## config.mk

```make
export PLATFORM = sky130hd
export DESIGN_NAME = spawn_timer
export DESIGN_NICKNAME = d
export VERILOG_FILES = /design/src/rtl/spawn_timer_pkg.sv /design/src/rtl/lfsr8.sv /design/src/rtl/spawn_timer.sv
export SDC_FILE = /design/constraint.sdc
export NUM_CORES = 1
export LEC_CHECK = 0
export CAP_MARGIN = 0
export CORE_MARGIN = 2
export CORE_UTILIZATION = 50
export DETAILED_ROUTE_END_ITERATION = 16
export GPL_TIMING_DRIVEN = 0
export PLACE_DENSITY = 0.78
export SYNTH_ARGS = -nofsm -noshare
export SYNTH_HDL_FRONTEND = slang
export SYNTH_SLANG_ARGS = --single-unit
export TNS_END_PERCENT = 5
```

## constraint.sdc

```tcl
create_clock -name clk -period 2.1 [get_ports clk]
set_input_delay 0.42 -clock clk [delete_from_list [all_inputs] [get_ports clk]]
set_output_delay 0.42 -clock clk [all_outputs]
set_load 0.05 [all_outputs]
```

## src/rtl/spawn_timer_pkg.sv

```systemverilog
// spawn_timer_pkg
//   Shared constants and helpers for the spawn timer:
//   - shrink-mode encodings applied on level-up
//   - seed and tap mask of the 8-bit lane-select LFSR
//   - lane_w(): index width needed to address a number of lanes
package spawn_timer_pkg;

  localparam int unsigned MODE_HALVE = 0;  // period >>= 1 on level-up
  localparam int unsigned MODE_SUB   = 1;  // period -= STEP on level-up (no wrap)

  // x^8 + x^6 + x^5 + x^4 + 1 -> state bits 7,5,4,3 feed the XOR.
  localparam logic [7:0] LFSR_SEED = 8'hA5;
  localparam logic [7:0] LFSR_TAPS = 8'hB8;

  // Smallest w with 2**w >= lanes; lanes is restricted to 2..16.
  function automatic int lane_w(input int lanes);
    int w;
    w = 0;
    for (int i = 0; i < 5; i++) begin
      if ((1 << i) < lanes) w = i + 1;
    end
    return w;
  endfunction

endpackage

```

## src/rtl/lfsr8.sv

```systemverilog
// lfsr8
//   8-bit Fibonacci LFSR, shifting left with feedback into bit 0.
//   Advances only when step is high; the non-zero seed keeps it out of
//   the all-zero lock-up state.
// Ports:
//   clk  - system clock, rising edge
//   rst  - synchronous active-high reset (loads LFSR_SEED)
//   step - advance one position this cycle
//   q    - current LFSR state
module lfsr8
  import spawn_timer_pkg::*;
(
  input  logic       clk,
  input  logic       rst,
  input  logic       step,
  output logic [7:0] q
);

  logic feedback;
  assign feedback = ^(q & LFSR_TAPS);

  // NOTE: sequential state is always written with non-blocking (<=)
  // assignments so every flop samples pre-edge values.
  always_ff @(posedge clk) begin
    if (rst)       q <= LFSR_SEED;
    else if (step) q <= {q[6:0], feedback};
  end

endmodule

```

## src/rtl/spawn_timer.sv

```systemverilog
// spawn_timer
//   Obstacle/event generation timer. Counts enabled cycles and emits a
//   one-cycle spawn pulse every period+1 enabled cycles, with a
//   pseudo-random lane picked from an LFSR. Each rising edge of levelup
//   raises the level (saturating at MAX_LEVEL) and shrinks the period,
//   either by halving or by subtracting STEP, never below MIN_PERIOD.
// Ports:
//   clk        - system clock, rising edge
//   rst        - synchronous active-high reset
//   en         - run enable; low freezes the counter and blocks spawns
//   levelup    - level-up request, rising edge counts once
//   spawn      - one-cycle pulse per elapsed interval
//   spawn_lane - lane for the current spawn, valid while spawn is high
//   period     - current interval setting (cycles-1 between spawns)
//   level      - current level
//   at_floor   - period has reached MIN_PERIOD
module spawn_timer
  import spawn_timer_pkg::*;
#(
  parameter int unsigned      WIDTH       = 32,
  parameter logic [WIDTH-1:0] INIT_PERIOD = 32'h00030D3F,
  parameter logic [WIDTH-1:0] MIN_PERIOD  = 32'h00001000,
  parameter int unsigned      MODE        = MODE_HALVE,
  parameter logic [WIDTH-1:0] STEP        = 32'h00004000,
  parameter int unsigned      MAX_LEVEL   = 15,
  parameter int unsigned      LVW         = 4,
  parameter int unsigned      LANES       = 4
) (
  input  logic                      clk,
  input  logic                      rst,
  input  logic                      en,
  input  logic                      levelup,
  output logic                      spawn,
  output logic [lane_w(LANES)-1:0]  spawn_lane,
  output logic [WIDTH-1:0]          period,
  output logic [LVW-1:0]            level,
  output logic                      at_floor
);

  localparam int LW = lane_w(LANES);

  logic [WIDTH-1:0] count;
  logic             lv_q;
  logic             lv_edge;
  logic             fire;
  logic [WIDTH-1:0] raw_period;
  logic [WIDTH-1:0] next_period;
  logic [7:0]       lfsr_q;
  logic             unused_lfsr;

  // >= rather than == so a period cut below the running count fires on
  // the next enabled edge instead of waiting for a full counter wrap.
  assign fire     = en && (count >= period);
  assign lv_edge  = levelup & ~lv_q;
  assign at_floor = (period == MIN_PERIOD);

  // Only the low lane bits are consumed; the rest of the state is just
  // the generator's memory.
  assign unused_lfsr = ^lfsr_q;

  lfsr8 u_lfsr (
    .clk  (clk),
    .rst  (rst),
    .step (fire),
    .q    (lfsr_q)
  );

  // Shrunk period for a level-up, clamped to the floor.
  // NOTE: every signal driven in always_comb gets a default first so no
  // path can leave it unassigned and infer a latch.
  always_comb begin
    raw_period = period >> 1;
    if (MODE == MODE_SUB) begin
      // Explicit compare avoids unsigned wraparound below STEP.
      raw_period = (period > STEP) ? (period - STEP) : '0;
    end
    next_period = (raw_period < MIN_PERIOD) ? MIN_PERIOD : raw_period;
  end

  always_ff @(posedge clk) begin
    if (rst) begin
      count      <= '0;
      spawn      <= 1'b0;
      spawn_lane <= '0;
      period     <= INIT_PERIOD;
      level      <= '0;
      lv_q       <= 1'b0;
    end else begin
      // Edge history tracks levelup even while paused.
      lv_q <= levelup;

      if (fire) begin
        count      <= '0;
        spawn      <= 1'b1;
        spawn_lane <= lfsr_q[LW-1:0];
      end else begin
        if (en) count <= count + 1'b1;
        spawn <= 1'b0;
      end

      // Level-up never touches the counter; on a coincident expiry the
      // spawn above used the old period and the new one applies next.
      if (lv_edge && (level < LVW'(MAX_LEVEL))) begin
        level  <= level + 1'b1;
        period <= next_period;
      end
    end
  end

endmodule

```

**Word level (Yosys, flattened, before mapping)**

Index checks and enable logic that the tools add are counted.

- RAM bits: 0
- Memory bits (read-only): 0
- Memories kept: 0
- Output and inout port bits: 40
- Register bits after elaboration: 80
- Latch bits: 0
- Input bits: 4

- Bitwise gates (word level): 2
- Magnitude comparators: 3
- Add/subtract/negate cells: 2
- Reduce and logical (&&, ||, !) cells: 4
- Multiply operators: 0
- Shifts and indexed selects: 0
- Equal/unequal tests: 1
- Mux-type cells: 2
- Divide/modulo/power cells: 0

Operator list:

| kind | count |
|---|---|
| $add A32 B1 Y32 const B | 1 |
| $eq A32 B13 Y1 const B | 1 |
| $ge A32 B32 Y1 | 1 |
| $lt A31 B13 Y1 const B | 1 |
| $mux W31 | 1 |
| $reduce_xor A8 Y1 | 1 |
| $add A4 B1 Y4 const B | 1 |
| $lt A4 B4 Y1 const B | 1 |
| $logic_and A1 B1 Y1 | 2 |
| $reduce_or A2 Y1 | 1 |
| $and A1 B1 Y1 | 1 |
| $mux W1 | 1 |
| $not A1 Y1 | 1 |

**Depth between registers and ports, before layout**

- Word-level depth: 3
- Gate-level depth with buffers: 9
- Gate-level depth less buffers: 8

**Hierarchy**

Synthesis repeated with hierarchy kept, for this count alone.

- Cells, all modules: 372
- Area total of the unflattened synthesis: 3281.9 µm²

Modules (own cells, without submodules):

| module | cells an instance | area an instance (µm²) | sequential area each (µm²) | instances |
|---|---|---|---|---|
| spawn_timer | 343 | 2979.1 | 1161.1 | 1 |
| lfsr8 | 29 | 302.8 | 160.2 | 1 |

**Worst setup path after synthesis**

No wires, ideal clock.

- Path kind: register to register
- From: reg period[14]
- To: reg u_lfsr.q[0]
- Data required time: 2.028 ns
- Setup slack: -0.411 ns
- Path buffers: 1
- Cell stages (with the launch flop): 10
- Library setup time: 0.072 ns
- Period minus slack after synthesis: 2.511 ns
- Arrival: 2.439 ns
- Cells stage by stage: dfxtp_1 inv_1 ha_1 nand4_1 nor3_1 a32oi_1 a311o_2 nand2_4 buf_6 mux2i_1

- Longest elaborated chain between the ends: 2

RTL lines:

| element | RTL line | RTL |
|---|---|---|
| start: declaration | spawn_timer.sv:35 | `output logic [WIDTH-1:0] period,` |
| start signal: assignment | spawn_timer.sv:105 | `period <= next_period;` |
| $ge A32 B32 Y1 | spawn_timer.sv:53 | `assign fire = en && (count >= period);` |
| $logic_and A1 B1 Y1 | spawn_timer.sv:53 |  |
| end signal: assignment | lfsr8.sv:26 | `else if (step) q <= {q[6:0], feedback};` |
| end: declaration | lfsr8.sv:16 | `output logic [7:0] q` |

No other way between the ends.
A chain may end at the register's enable or synchronous reset.

**Worst setup path in the final report**

- From: reg count[0]
- To: reg u_lfsr.q[2]

- Longest elaborated chain between the ends: 2

RTL lines:

| element | RTL line | RTL |
|---|---|---|
| start: declaration | spawn_timer.sv:42 | `logic [WIDTH-1:0] count;` |
| start signal: assignment | spawn_timer.sv:97 | `if (en) count <= count + 1'b1;` |
| $ge A32 B32 Y1 | spawn_timer.sv:53 |  |
| $logic_and A1 B1 Y1 | spawn_timer.sv:53 |  |

No other way between the ends.

==> impl_metrics.tcl <==
set metrics [dict create \
    avgSynthCellArea_um2 8.88 \
    min_period_ns 2.28 \
    clk_pin_slew_worst_paths_ns 0.07 \
    power.leakage_nw 1.71 \
    seq_area_frac_synth 0.379 \
    finalHoldViolations 0 \
    async_flop_share 0 \
    worstSetupStartpointType "flop" \
    fin_crit_sh 1.09 \
    min_path_type "in2reg" \
    ir_drop_mv 0.447 \
    die_h_um 86.9 \
    firstDrtPassIters 4 \
    fin_nets 468 \
    clockBufferDepth 2 \
    worst_slew_pin_slew_ns 0.592 \
    cts.sinks 65 \
    maxSlewViolCount 0 \
    crit_path_max_fanout 6 \
    drc_errors 0 \
    whs_ns 0.395 \
    die_x_um 86.9 \
    seqCellArea_um2 1360 \
    synth_top_area_frac 0.379 \
    gp_congestion 0.851 \
    fmax_mhz 438 \
    port_buffers 27 \
    crit_required_ns 2.34 \
    run_status "complete, but fails checks" \
    fin_ws_ns -0.184 \
    ys_ff_latch 65 \
    worstSkewPairLatency_ns 0.35 \
    relSlewSlack 0.605 \
    place_inst 507 \
    failed_checks "setup timing" \
    synth_warnings 0 \
    cp.arrival_ns 2.53 \
    antenna_left 0 \
    vias_per_cell 5.53 \
    dp_hpwl_um 5560 \
    fin_cells 529 \
    grt_pass1_wl_um 12900 \
    coreArea_um2 6720 \
    wl_per_cell_um 14.8 \
    die-area_um2 7550 \
    antenna_found_initial 0 \
    synth_cells 387 \
    ys.flop_type "dfxtp_1" \
    wl_um 7820 \
    maxCapViolCount 0 \
    fillCellCount 552 \
    syn2layout_area_growth_pct 25.2 \
    fin_skew_ns 0.00711 \
    grt_remaining_overflow 0 \
    fin_util 0.641 \
    netlist_area_um2 3440 \
    crit_type "reg2reg" \
    grt_pass1_vias 2704 \
    vias 2925 \
    power.density_nw_per_um2 643 \
    grt_usage 0.218 \
    drive_gt1_frac 0.247 \
    grt_start_max_net_pins 13 \
    holdBufCountCts 0 \
    tns_ns -2.99 \
    cts_tree "yes" \
    num_antenna_cells 0 \
    end_kind "flop" \
    ys_types 50 \
    synthTopCellsByArea "dfxtp_1 (38%), ha_1 (7.3%), nor3_1 (3.9%)" \
    setup_viol_count_final 36 \
    synth-edff-count 0 \
    ios 44 \
    cts_root_buf "clkbuf_8" \
    initial_core_util 0.512 \
    tritoncts.num_buffers 9 \
    h-tree-depth 3 \
    multi_input_area_um2 2040 \
    netlist.top_cell.by_area "dfxtp_1" \
    rsz0062_at_grt "true" \
    detail_route.iter0.violations 173 \
    rows 30 \
]
[power by group]
part	total [mW]	switching (mW)	leakage (nW)	internal, mW
clock network	1.05	0.500	0.0955	0.545
registers	1.31	0.0415	0.533	1.27
logic	0.414	0.277	1.08	0.138
[metrics by stage]
step	setup slack [ns]	total power, mW	area (um2)
finish	-0.184	2.77	4300
global route	-0.224	2.87	4300
CTS	-0.147	2.78	4220
detailed placement	-0.209	1.72	3920
global placement	-0.130	1.71	3920
floorplan	0.0000435	1.62	3550
[flip-flops by register name (all words and copies together) (netlist names)]
register    flops
spawn           1
lv_q            1
level           4
count          32
period         18
u_lfsr.q        7
spawn_lane      2
[synth_stat cells (2+ instances only)]
library cell and instances:
nand2_1 24, nor4_1 6, nor3_2 6, nand3_1 15, xor2_1 15, nand2b_1 10
o21ai_0 4, mux2i_1 9, o211ai_1 2, buf_4 15, nand4_1 14, and2_1 2
ha_1 20, nor2_1 30, a21oi_1 18, nor3_1 27, clkbuf_1 11, a221o_1 9
nor2_4 3, buf_2 2, dfxtp_1 65, inv_1 22, nor2b_1 4, buf_6 4
and4_1 4, and3_1 4, a211oi_1 2, a211o_1 2, a22oi_1 3, xnor2_1 15
[routing by layer]
| metal | routed length (um) | part of all wire | global-route usage | up-vias |
|---|---|---|---|---|
| li1 | - | - | - | 1455 |
| met1 | 3470 | 0.44 | 0.287 | 1391 |
| met2 | 3810 | 0.49 | 0.339 | 64 |
| met3 | 362 | 0.046 | 0.0436 | 15 |
| met4 | 171 | 0.022 | 0.114 | 0 |
| met5 | 0 | 0 | 0 | - |
[placed cells by master, fill, tap and decap left out, types with 4 or more instances in the layout]
cell and instances:
nor2b_1 4, ha_4 4, nor3_2 13, buf_4 21, and4_1 4, nand2_1 24
mux2i_1 9, buf_6 4, a21oi_1 17, nor3_1 19, nand3_1 15, xor2_1 15
clkbuf_8 9, xnor2_1 15, inv_1 16, conb_1 14, clkbuf_1 11, nor4_1 4
nand2b_1 9, a221o_1 9, clkdlybuf4s50_1 25, nand4_1 14, dfxtp_4 11, nor2_1 29
dfxtp_2 11, ha_1 16, inv_4 4, dfxtp_1 43
[area by class of cell]
| type | count | area share |
|---|---|---|
| inverter | 22 | 0.0209 |
| multi-input combinational | 281 | 0.473 |
| clock inverter | 7 | 0.0163 |
| sequential | 65 | 0.315 |
| tap | 80 | 0.0233 |
| clock buffer | 9 | 0.0288 |
| buffer | 32 | 0.0494 |
| timing repair buffer | 33 | 0.0730 |
[worst max-delay path, cell delays in order (launching register included)]
cell and delay, ns:
dfxtp_4 0.36, inv_4 0.04, ha_4 0.22, nand2b_4 0.13, a2111o_1 0.39, a32oi_2 0.28, a311o_2 0.28, nand2_4 0.10
buf_4 0.14, a211o_1 0.24
[worst paths after layout]
check,startpoint,to,slack [ns],cells after the start
setup reg to reg,count[0],u_lfsr.q[2],-0.18,9
setup / recovery,count[0],u_lfsr.q[2],-0.18,9
hold / removal,en,count[0],0.39,2
hold reg to reg,period[17],period[17],0.48,1
[cell families after synthesis]
group | Yosys count | synth area share
compound gates | 47 | 0.0965
xor+xnor | 30 | 0.0764
fa+ha+maj | 20 | 0.0728
buf+inv | 54 | 0.0848
flops | 65 | 0.379
mux | 9 | 0.0262
other cells | 1 | 0.00109
simple gates | 161 | 0.264
[what timing repair did]
action                                  CTS  global route
resized for setup                        23            18
setup buffers                             5             1
endpoints found under the setup margin   37            40
pin swaps                                10             5
(Power assumes the default switching activity.)
